File: src/rtl/cpu_pkg.sv
// Shared fetch-stage constants: RV32 opcode values, the canonical NOP and the default boot PC.
// Latency: none (declarations only).
// Backpressure: not applicable.
package cpu_pkg;

  localparam logic [6:0]  OPC_LOAD   = 7'b0000011;
  localparam logic [6:0]  OPC_STORE  = 7'b0100011;
  localparam logic [6:0]  OPC_OP     = 7'b0110011;
  localparam logic [6:0]  OPC_BRANCH = 7'b1100011;
  localparam logic [6:0]  OPC_JAL    = 7'b1101111;

  localparam logic [31:0] NOP              = 32'h0000_0013;
  localparam logic [31:0] RESET_PC_DEFAULT = 32'h0000_0000;

  // The control decoder only looks at the low seven bits of the word.
  function automatic logic [6:0] opcode_of(input logic [31:0] instr);
    return instr[6:0];
  endfunction

endpackage

File: src/rtl/fetch_fifo.sv
// Small synchronous FIFO holding fetched {pc, instr} entries; flush empties it in one cycle.
// Latency: a pushed entry is visible at the head on the cycle after the push.
// Backpressure: push is ignored when full and pop when empty; flush wins over both.
module fetch_fifo #(
  parameter  int unsigned WIDTH = 64,
  parameter  int unsigned DEPTH = 2,
  localparam int unsigned AW    = $clog2(DEPTH),
  localparam int unsigned CW    = $clog2(DEPTH) + 1
) (
  input  logic             clk,
  input  logic             rst_n,
  input  logic             push,
  input  logic [WIDTH-1:0] push_dat,
  input  logic             pop,
  input  logic             flush,
  output logic [WIDTH-1:0] pop_dat,
  output logic [CW-1:0]    count,
  output logic             empty,
  output logic             full
);

  logic [WIDTH-1:0] mem_q [DEPTH];
  logic [AW-1:0]    wr_ptr_q;
  logic [AW-1:0]    rd_ptr_q;
  logic [CW-1:0]    count_q;
  logic             do_push;
  logic             do_pop;

  assign empty   = (count_q == '0);
  assign full    = (count_q == CW'(DEPTH));
  assign count   = count_q;
  assign do_push = push && !full && !flush;
  assign do_pop  = pop && !empty && !flush;
  assign pop_dat = mem_q[rd_ptr_q];

  // Pointer and occupancy tracking; DEPTH is a power of two so pointers wrap naturally.
  always_ff @(posedge clk or negedge rst_n) begin
    if (!rst_n) begin
      wr_ptr_q <= '0;
      rd_ptr_q <= '0;
      count_q  <= '0;
    end else if (flush) begin
      wr_ptr_q <= '0;
      rd_ptr_q <= '0;
      count_q  <= '0;
    end else begin
      if (do_push) wr_ptr_q <= wr_ptr_q + AW'(1);
      if (do_pop)  rd_ptr_q <= rd_ptr_q + AW'(1);
      count_q <= count_q + CW'(do_push) - CW'(do_pop);
    end
  end

  // Entry storage is not reset: the head is only meaningful while the FIFO is non-empty.
  always_ff @(posedge clk) begin
    if (do_push) mem_q[wr_ptr_q] <= push_dat;
  end

endmodule

File: src/rtl/cpu_fetch.sv
// Instruction fetch: owns the PC, requests words from imem, buffers in-order responses for decode.
// Latency: response-to-if_valid is 1 cycle (no bypass); a redirect retargets the very next request.
// Backpressure: requests are credit-limited to (inflight + buffered) < FIFO_DEPTH; decode stalls via if_ready.
module cpu_fetch
  import cpu_pkg::*;
#(
  parameter int unsigned     XLEN       = 32,
  parameter logic [XLEN-1:0] RESET_PC   = XLEN'(RESET_PC_DEFAULT),
  parameter int unsigned     FIFO_DEPTH = 2
) (
  input  logic            clk,
  input  logic            rst_n,
  output logic            imem_req_valid,
  input  logic            imem_req_ready,
  output logic [XLEN-1:0] imem_req_addr,
  input  logic            imem_resp_valid,
  input  logic [31:0]     imem_resp_data,
  input  logic            redirect_valid,
  input  logic [XLEN-1:0] redirect_pc,
  output logic            if_valid,
  input  logic            if_ready,
  output logic [XLEN-1:0] if_pc,
  output logic [31:0]     if_instr,
  output logic [6:0]      if_opcode
);

  localparam int unsigned CW = $clog2(FIFO_DEPTH) + 1;
  localparam logic [CW:0] DEPTH_W = (CW + 1)'(FIFO_DEPTH);

  typedef struct packed {
    logic [XLEN-1:0] pc;
    logic [31:0]     instr;
  } entry_t;

  logic [XLEN-1:0] pc_q;
  logic [XLEN-1:0] resp_pc_q;
  logic [CW-1:0]   inflight_q;
  logic [CW-1:0]   drop_q;

  logic [CW-1:0]   fifo_count;
  logic            fifo_empty;
  logic            fifo_full;
  logic [CW:0]     occ;
  logic            req_fire;
  logic            resp_fire;
  logic            push;
  logic            pop;
  logic [XLEN-1:0] target;
  entry_t          push_entry;
  entry_t          head;

  assign target    = redirect_pc & ~XLEN'(3);
  assign occ       = {1'b0, inflight_q} + {1'b0, fifo_count};
  assign resp_fire = imem_resp_valid;

  // rst_n gates the request so nothing is offered while held in reset; the first
  // request is therefore visible in the very first cycle after release.
  assign imem_req_valid = rst_n && !redirect_valid && (occ < DEPTH_W);
  assign imem_req_addr  = pc_q;
  assign req_fire       = imem_req_valid && imem_req_ready;

  // Stale responses (drop_q > 0) and any response racing a redirect are discarded.
  assign push       = resp_fire && (drop_q == '0) && !redirect_valid;
  assign push_entry = '{pc: resp_pc_q, instr: imem_resp_data};

  assign if_valid  = !fifo_empty && !redirect_valid;
  assign pop       = if_valid && if_ready;
  assign if_pc     = fifo_empty ? '0 : head.pc;
  assign if_instr  = fifo_empty ? '0 : head.instr;
  assign if_opcode = opcode_of(if_instr);

  fetch_fifo #(
    .WIDTH (XLEN + 32),
    .DEPTH (FIFO_DEPTH)
  ) u_fifo (
    .clk      (clk),
    .rst_n    (rst_n),
    .push     (push),
    .push_dat (push_entry),
    .pop      (pop),
    .flush    (redirect_valid),
    .pop_dat  (head),
    .count    (fifo_count),
    .empty    (fifo_empty),
    .full     (fifo_full)
  );

  // PC, response-PC and credit bookkeeping; a redirect marks every outstanding
  // response stale, including one landing in the redirect cycle itself.
  always_ff @(posedge clk or negedge rst_n) begin
    if (!rst_n) begin
      pc_q       <= RESET_PC;
      resp_pc_q  <= RESET_PC;
      inflight_q <= '0;
      drop_q     <= '0;
    end else if (redirect_valid) begin
      pc_q       <= target;
      resp_pc_q  <= target;
      inflight_q <= inflight_q - CW'(resp_fire);
      drop_q     <= inflight_q - CW'(resp_fire);
    end else begin
      if (req_fire) pc_q <= pc_q + XLEN'(4);
      inflight_q <= inflight_q + CW'(req_fire) - CW'(resp_fire);
      if (resp_fire) begin
        if (drop_q != '0) drop_q <= drop_q - CW'(1);
        else              resp_pc_q <= resp_pc_q + XLEN'(4);
      end
    end
  end

  a_credit : assert property (@(posedge clk) disable iff (!rst_n) occ <= DEPTH_W);
  a_drop   : assert property (@(posedge clk) disable iff (!rst_n) drop_q <= inflight_q);
  a_nofull : assert property (@(posedge clk) disable iff (!rst_n) !(push && fifo_full));

endmodule

File: config.mk
export PLATFORM = sky130hd
export DESIGN_NAME = cpu_fetch
export DESIGN_NICKNAME = d
export VERILOG_FILES = /design/src/rtl/cpu_pkg.sv /design/src/rtl/fetch_fifo.sv /design/src/rtl/cpu_fetch.sv
export SDC_FILE = /design/constraint.sdc
export NUM_CORES = 1
export LEC_CHECK = 0
export ABC_AREA = 1
export CORE_MARGIN = 2
export CORE_UTILIZATION = 54
export CTS_CLUSTER_DIAMETER = 200
export CTS_CLUSTER_SIZE = 25
export DETAILED_ROUTE_END_ITERATION = 10
export GPL_TIMING_DRIVEN = 0
export PLACE_DENSITY_LB_ADDON = 0.3
export SETUP_SLACK_MARGIN = 0.3
export SYNTH_ARGS = -nofsm -noshare
export SYNTH_HDL_FRONTEND = slang
export SYNTH_HIERARCHICAL = 1
export SYNTH_SLANG_ARGS = --single-unit
File: constraint.sdc
create_clock -name clk -period 5 [get_ports clk]
set_input_delay 1.5 -clock clk [delete_from_list [all_inputs] [get_ports clk]]
set_output_delay 1.5 -clock clk [all_outputs]
set_load 0.005 [all_outputs]
==> impl_metrics.toml, run 1 <==
[detailed_routing]
post_drt_wl_per_cell_um = 15.23
wl_um = 24950
vias = 8440
dr.pass1.iters = 7
drcViolationCount = 0
via_per_inst = 5.153
final_antenna_net_count = 0
drtIter0Drc = 576

[critical_path]
rr_worst_depth = 10
r2r_setup_slack_ns = 1.84
critPathMaxFanout = 10
crit_chain = "clkdlybuf4s50_1, buf_6, clkbuf_2, nor2_1, clkdlybuf4s50_1"
slowest_delay_ns = 0.51
crit_buf_inv = 4
rr_endpoint = "u_fifo/mem_q[1][62]"
critical_path_required_ns = 3.50
crit_arrival_ns = 3.10
start_kind = "primary input"
slowest_stage = "clkdlybuf4s50_1"
regToRegStartpoint = "drop_q[0]"
cp-end-kind = "output pin"
cp_common_cell = "clkdlybuf4s50_1"
crit_type = "primary input to output pin"
cpLargestDelayFamily = "buffers and inverters"

[global_routing]
grt_overflow = 0
grt_pass1_wl_um = 39510
grt_start_max_net_pins = 40
grt_pass1_vias = 7887
grt_use_total_pct = 25.89
grt_antenna_before_repair = 0

[synthesis]
ys_warn_count = 6
syn_area_um2 = 10020
synthCells = 1198
syn-mean-instance-area_um2 = 8.368

[sta]
max_freq_mhz = 217.3
hold_viol = 0
worst_pin_slew_ns = 0.7788
rsz0062_at_grt = "no"
fin_crit_sh_pct = 92.02
max_slew_margin_pct = 48.01
final.min_clock_period_ns = 4.601
setup_viol = 0
skew_ns = 0.01304
slew_violations = 0

[min_path]
hold_depth = 0
hold_path.class = "flop to flop"
hold_end = "u_fifo/mem_q[0][39]"
worstHoldStart = "resp_pc_q[7]"

[clock_tree]
clockRootBuffer = "clkbuf_16"
postCtsSetupBuffers = 0
clk_pin_slew_ns = 0.07
cts_tree = "built"
htree_levels = 4
numClockSinks = 196
cts_buffers = 17
clock_path_buffers = 2
clock_latency_ns = 0.44

[layout]
drive_gt1_share_pct = 7.097
num_antenna_cells = 0
area_delta_synth_final_pct = 26.59
num-nets-final = 1475
final_util_pct = 70.16
fillCellCount = 1425
instances_no_fill = 1638
fin_area_um2 = 12690

[place]
gp_congestion = 0.9598
hpwl_um = 18490
place_area_um2 = 12120
port_buffers = 170
placed_cells = 1606

[floorplan]
die_area_um2 = 19670
die_x_um = 140.3
io_pins = 175
fp.dieH_um = 140.3
fp-row-count = 49
initial_utilization_pct = 55.43
core_um2 = 18090

[pwr]
powerDensity_nw_per_um2 = 321.9
leakagePower_nw = 5.622
p_total_mw = 4.085
ir_drop_mv = 0.2719

[status]
status = "completed"

[job]
cap_violations = 0
==> placed cells by master (no fill, tap or decap), types with 6 or more instances in the layout <==
master,instances
dfrtp_1,68
conb_1,6
nor2_4,8
o21ai_0,28
edfxtp_1,128
inv_1,166
nand2_1,434
nand2_2,6
nor2_2,6
nand4_1,14
xor2_1,17
clkdlybuf4s50_1,169
o211ai_1,12
buf_4,19
nor2_1,143
clkbuf_16,17
ha_1,8
buf_2,11
a21oi_1,14
nand3_1,58
clkbuf_1,11
==> per-layer routing <==
metal | up-vias | wire length [um] | GRT usage [%]
li1 | 4153 | - | -
met2 | 389 | 12200 | 44.27
met3 | 51 | 1849 | 3.966
met5 | - | 0 | 0
met4 | 0 | 628 | 9.569
met1 | 3847 | 10270 | 33.69
==> power by group <==
group | switching, mW | internal (mW) | leakage (nW) | total, mW
clock | 0.649 | 0.661 | 0.273 | 1.31
sequential | 0.169 | 1.89 | 1.99 | 2.06
combinational | 0.388 | 0.331 | 3.36 | 0.718
==> how the worst max path moves through the flow <==
stage	startpoint	end	slack (ns)	cells after the start
after floorplan	redirect_valid	u_fifo/mem_q[1][0]	0.50	6
after global placement	rst_n	imem_req_valid	-1.71	4
after detailed placement	redirect_valid	if_valid	0.14	5
after CTS	redirect_valid	if_valid	0.40	5
after global routing	redirect_valid	if_valid	0.36	5
final	redirect_valid	if_valid	0.40	5
==> sequential cells by signal, summed over array words and instances, names as in the netlist <==
register	count
drop_q	2
imem_req_addr	30
inflight_q	2
resp_pc_q	30
u_fifo/count	2
u_fifo/mem_q	128
u_fifo/rd_ptr_q	1
u_fifo/wr_ptr_q	1
==> worst register-to-register path, stage by stage, from the launching register on <==
cell,delay (ns)
dfrtp_1,0.38
inv_1,0.07
ha_1,0.16
nand2_1,0.11
nor2_1,0.47
buf_2,0.40
a21boi_0,0.28
nand2_1,0.15
nor2_4,0.34
buf_12,0.26
buf_12,0.21
==> per-stage QoR <==
| step | TNS (ns) | hold WS, ns | setup slack [ns] |
|---|---|---|---|
| 2_1_floorplan | 0 | 0.4641 | 0.4965 |
| 3_3_place_gp | -139.06 | 0.4970 | -1.715 |
| 3_5_place_dp | 0 | 0.5067 | 0.1377 |
| 4_1_cts | 0 | 0.5270 | 0.4007 |
| 5_1_grt | 0 | 0.5367 | 0.3550 |
| 6_report | 0 | 0.5404 | 0.3988 |
==> area by class of cell <==
cell class                 count  area [um2]  share of cell area [%]
timing repair buffer         174        1779                   14.02
sequential                   196        5545                   43.70
tap                          229       286.5                   2.258
buffer                        44       277.8                   2.189
clock inverter                14       142.6                   1.124
clock buffer                  18       429.2                   3.382
inverter                     171       646.9                   5.098
multi-input combinational    792        3582                   28.23
==> repair_timing <==
action	CTS	global route
hold buffers	0	0
gates resized for setup	1	0
setup endpoints to repair	1	0
Power figures use the tool's default switching activity.
==> run 2, diff against run 1 <==
CORE_UTILIZATION = 53   (was 54)
SYNTH_HIERARCHICAL = unset   (was 1)
==> run 2 against run 1 <==
Via count shrank 3.6%. Critical path depth unchanged. Worst hold slack better by 0.013 ns. Combinational power grew 92%. Non-clock buffer count is 3 higher. Sequential share of layout area grew 0.40 points. Clock power increased by 9.9%. Clock-buffer cell count decreased by 1. Clock skew shrank 0.0034 ns. Area after synthesis shrank 4.5%.
==> impl_metrics.toml, run 2 <==
[synthesis]
ys.flop_type = "edfxtp_1"
async_flop_share_pct = 35.42
ys_ff_latch = 192
ys_types = 44
synth.largest_area_cell = "edfxtp_1"
synthCells = 1079
ys_warn_count = 0
synth-seq-area-share_pct = 56.67
synth.top_cell.area_share_pct = 38.90
syn_area_um2 = 9573
synthTopCellsByArea = "edfxtp_1, dfrtp_1, nand2_1"
synth_edf_count = 124
syn-mean-instance-area_um2 = 8.872
yosysMostFrequentCell = "nand2_1"
yosys-top-cells-count = "nand2_1, edfxtp_1, inv_1, nor2_1, a21oi_1"

[layout]
num_antenna_cells = 0
area_delta_synth_final_pct = 28.52
num-nets-final = 1352
drive_gt1_share_pct = 9.253
largest_register = "u_fifo.mem_q"
layout_commonest_cell = "nand2_1"
largest_reg_flops = 124
multi_input_area_um2 = 3536
instances_no_fill = 1515
fillCellCount = 1408
mostFrequentLayoutCells = "nand2_1, clkdlybuf4s50_1, edfxtp_1"
seq_area_um2 = 5425

[pwr]
powerDensity_nw_per_um2 = 399.8
leakagePower_nw = 5.014
ir_drop_mv = 0.2894

[sta]
skew_ns = 0.009660
rsz0062_at_grt = "no"
max_slew_margin_pct = 43.58
fin_ws_ns = 0.6978
worst_pin_slew_ns = 0.8432
hold_viol = 0
final.min_clock_period_ns = 4.302
setup_viol = 0
fin_crit_sh_pct = 86.04
slew_violations = 0
max_freq_mhz = 232.4

[global_routing]
grt_start_max_net_pins = 48
grt_pass1_wl_um = 38960
grt_overflow = 0
grt_pass1_vias = 7733
grt_antenna_before_repair = 0
grt_use_total_pct = 25.67

[detailed_routing]
dr.pass1.iters = 5
vias = 8139
post_drt_wl_per_cell_um = 16.43
final_antenna_net_count = 0
wl_um = 24890
drtIter0Drc = 621
drcViolationCount = 0
via_per_inst = 5.372

[floorplan]
io_pins = 175
core_um2 = 17840
initial_utilization_pct = 53.66
die_x_um = 138.4
fp-row-count = 49
die_area_um2 = 19150
fp.dieH_um = 138.4

[clock_tree]
cts_buffers = 17
numClockSinks = 192
clock_latency_ns = 0.43
clock_path_buffers = 2
clockRootBuffer = "clkbuf_16"
htree_levels = 4
clk_pin_slew_ns = 0.07
postCtsSetupBuffers = 0
postCtsHoldBufs = 0
cts_tree = "built"
ctsResizeCount = 0

[critical_path]
cp-end-kind = "output pin"
crit_type = "primary input to output pin"
critical_path_required_ns = 3.50
start_kind = "primary input"
critPathMaxFanout = 47
crit_arrival_ns = 2.80

[place]
place_ws_ns = 0.6689
gp_congestion = 0.9432
hpwl_um = 17970
port_buffers = 167
placed_cells = 1483

[status]
status = "completed"

[min_path]
hold_path.class = "flop to flop"

[job]
cap_violations = 0
## run 2: through the flow
step | instance area, um2 | power (mW) | util (%) | TNS [ns] | hold slack (ns)
after floorplan | 9589 | 2.789 | - | 0 | 0.4841
after global placement | 11550 | 3.439 | 64.72 | -94.11 | 0.5269
after detailed placement | 11680 | 3.496 | 65.45 | 0 | 0.5275
after CTS | 12300 | 4.923 | 68.96 | 0 | 0.5459
after global routing | 12300 | 5.163 | 68.96 | 0 | 0.5647
final | 12300 | 4.919 | 68.96 | 0 | 0.5532
## run 2: cells by family (layout without fill, tap and decap cells)
family	count (synthesis)	in the layout	synth area share, %
AOI/OAI and AO/OA	137	137	7.855
xor gates and xnor gates	9	9	0.8235
adders and majority gates	9	9	1.255
buffers and inverters	146	350	6.666
DFF	192	192	56.67
other	1	4	0.03917
and+or+nand+nor	585	585	26.69
## run 2: area by class of cell
type | instances | share of cell area [%]
Buffer | 49 | 2.207
Clock buffer | 17 | 3.458
Clock inverter | 15 | 1.627
Inverter | 97 | 2.980
Multi-Input combinational cell | 744 | 28.74
Sequential cell | 192 | 44.10
Tap cell | 229 | 2.329
Timing Repair Buffer | 172 | 14.56
## run 2: metal layers
metal,routed length [um],share of wire [%],vias up,global-route usage (%)
met5,0,0,-,0
met4,550,2.2,0,8.969
met3,1974,7.9,40,3.845
met2,11930,48,380,42.37
met1,10440,42,3790,35.05
li1,-,-,3929,-
## run 2: path summary, 6_finish.rpt
check	end	slack (ns)	cells past startpoint	startpoint
setup / recovery	imem_req_valid	0.70	5	rst_n
hold / removal	u_fifo.mem_q[0][44]	0.55	0	resp_pc_q[12]
setup reg to reg	inflight_q[1]	2.39	15	inflight_q[0]
hold reg to reg	u_fifo.mem_q[0][44]	0.55	0	resp_pc_q[12]
max in group asynchronous	resp_pc_q[15]	3.46	2	rst_n
min in group asynchronous	imem_req_addr[30]	0.97	1	rst_n
## run 2: worst max-delay path: stages
cell             delay, ns
buf_4                 0.30
buf_16                0.27
nand3_2               0.11
inv_2                 0.07
clkdlybuf4s50_1       0.49
## run 2: report_power, final
part           leakage, nW  internal [mW]  switching, mW
registers             1.94           1.91          0.193
clock network        0.301          0.807          0.634
logic                 2.77          0.635          0.741
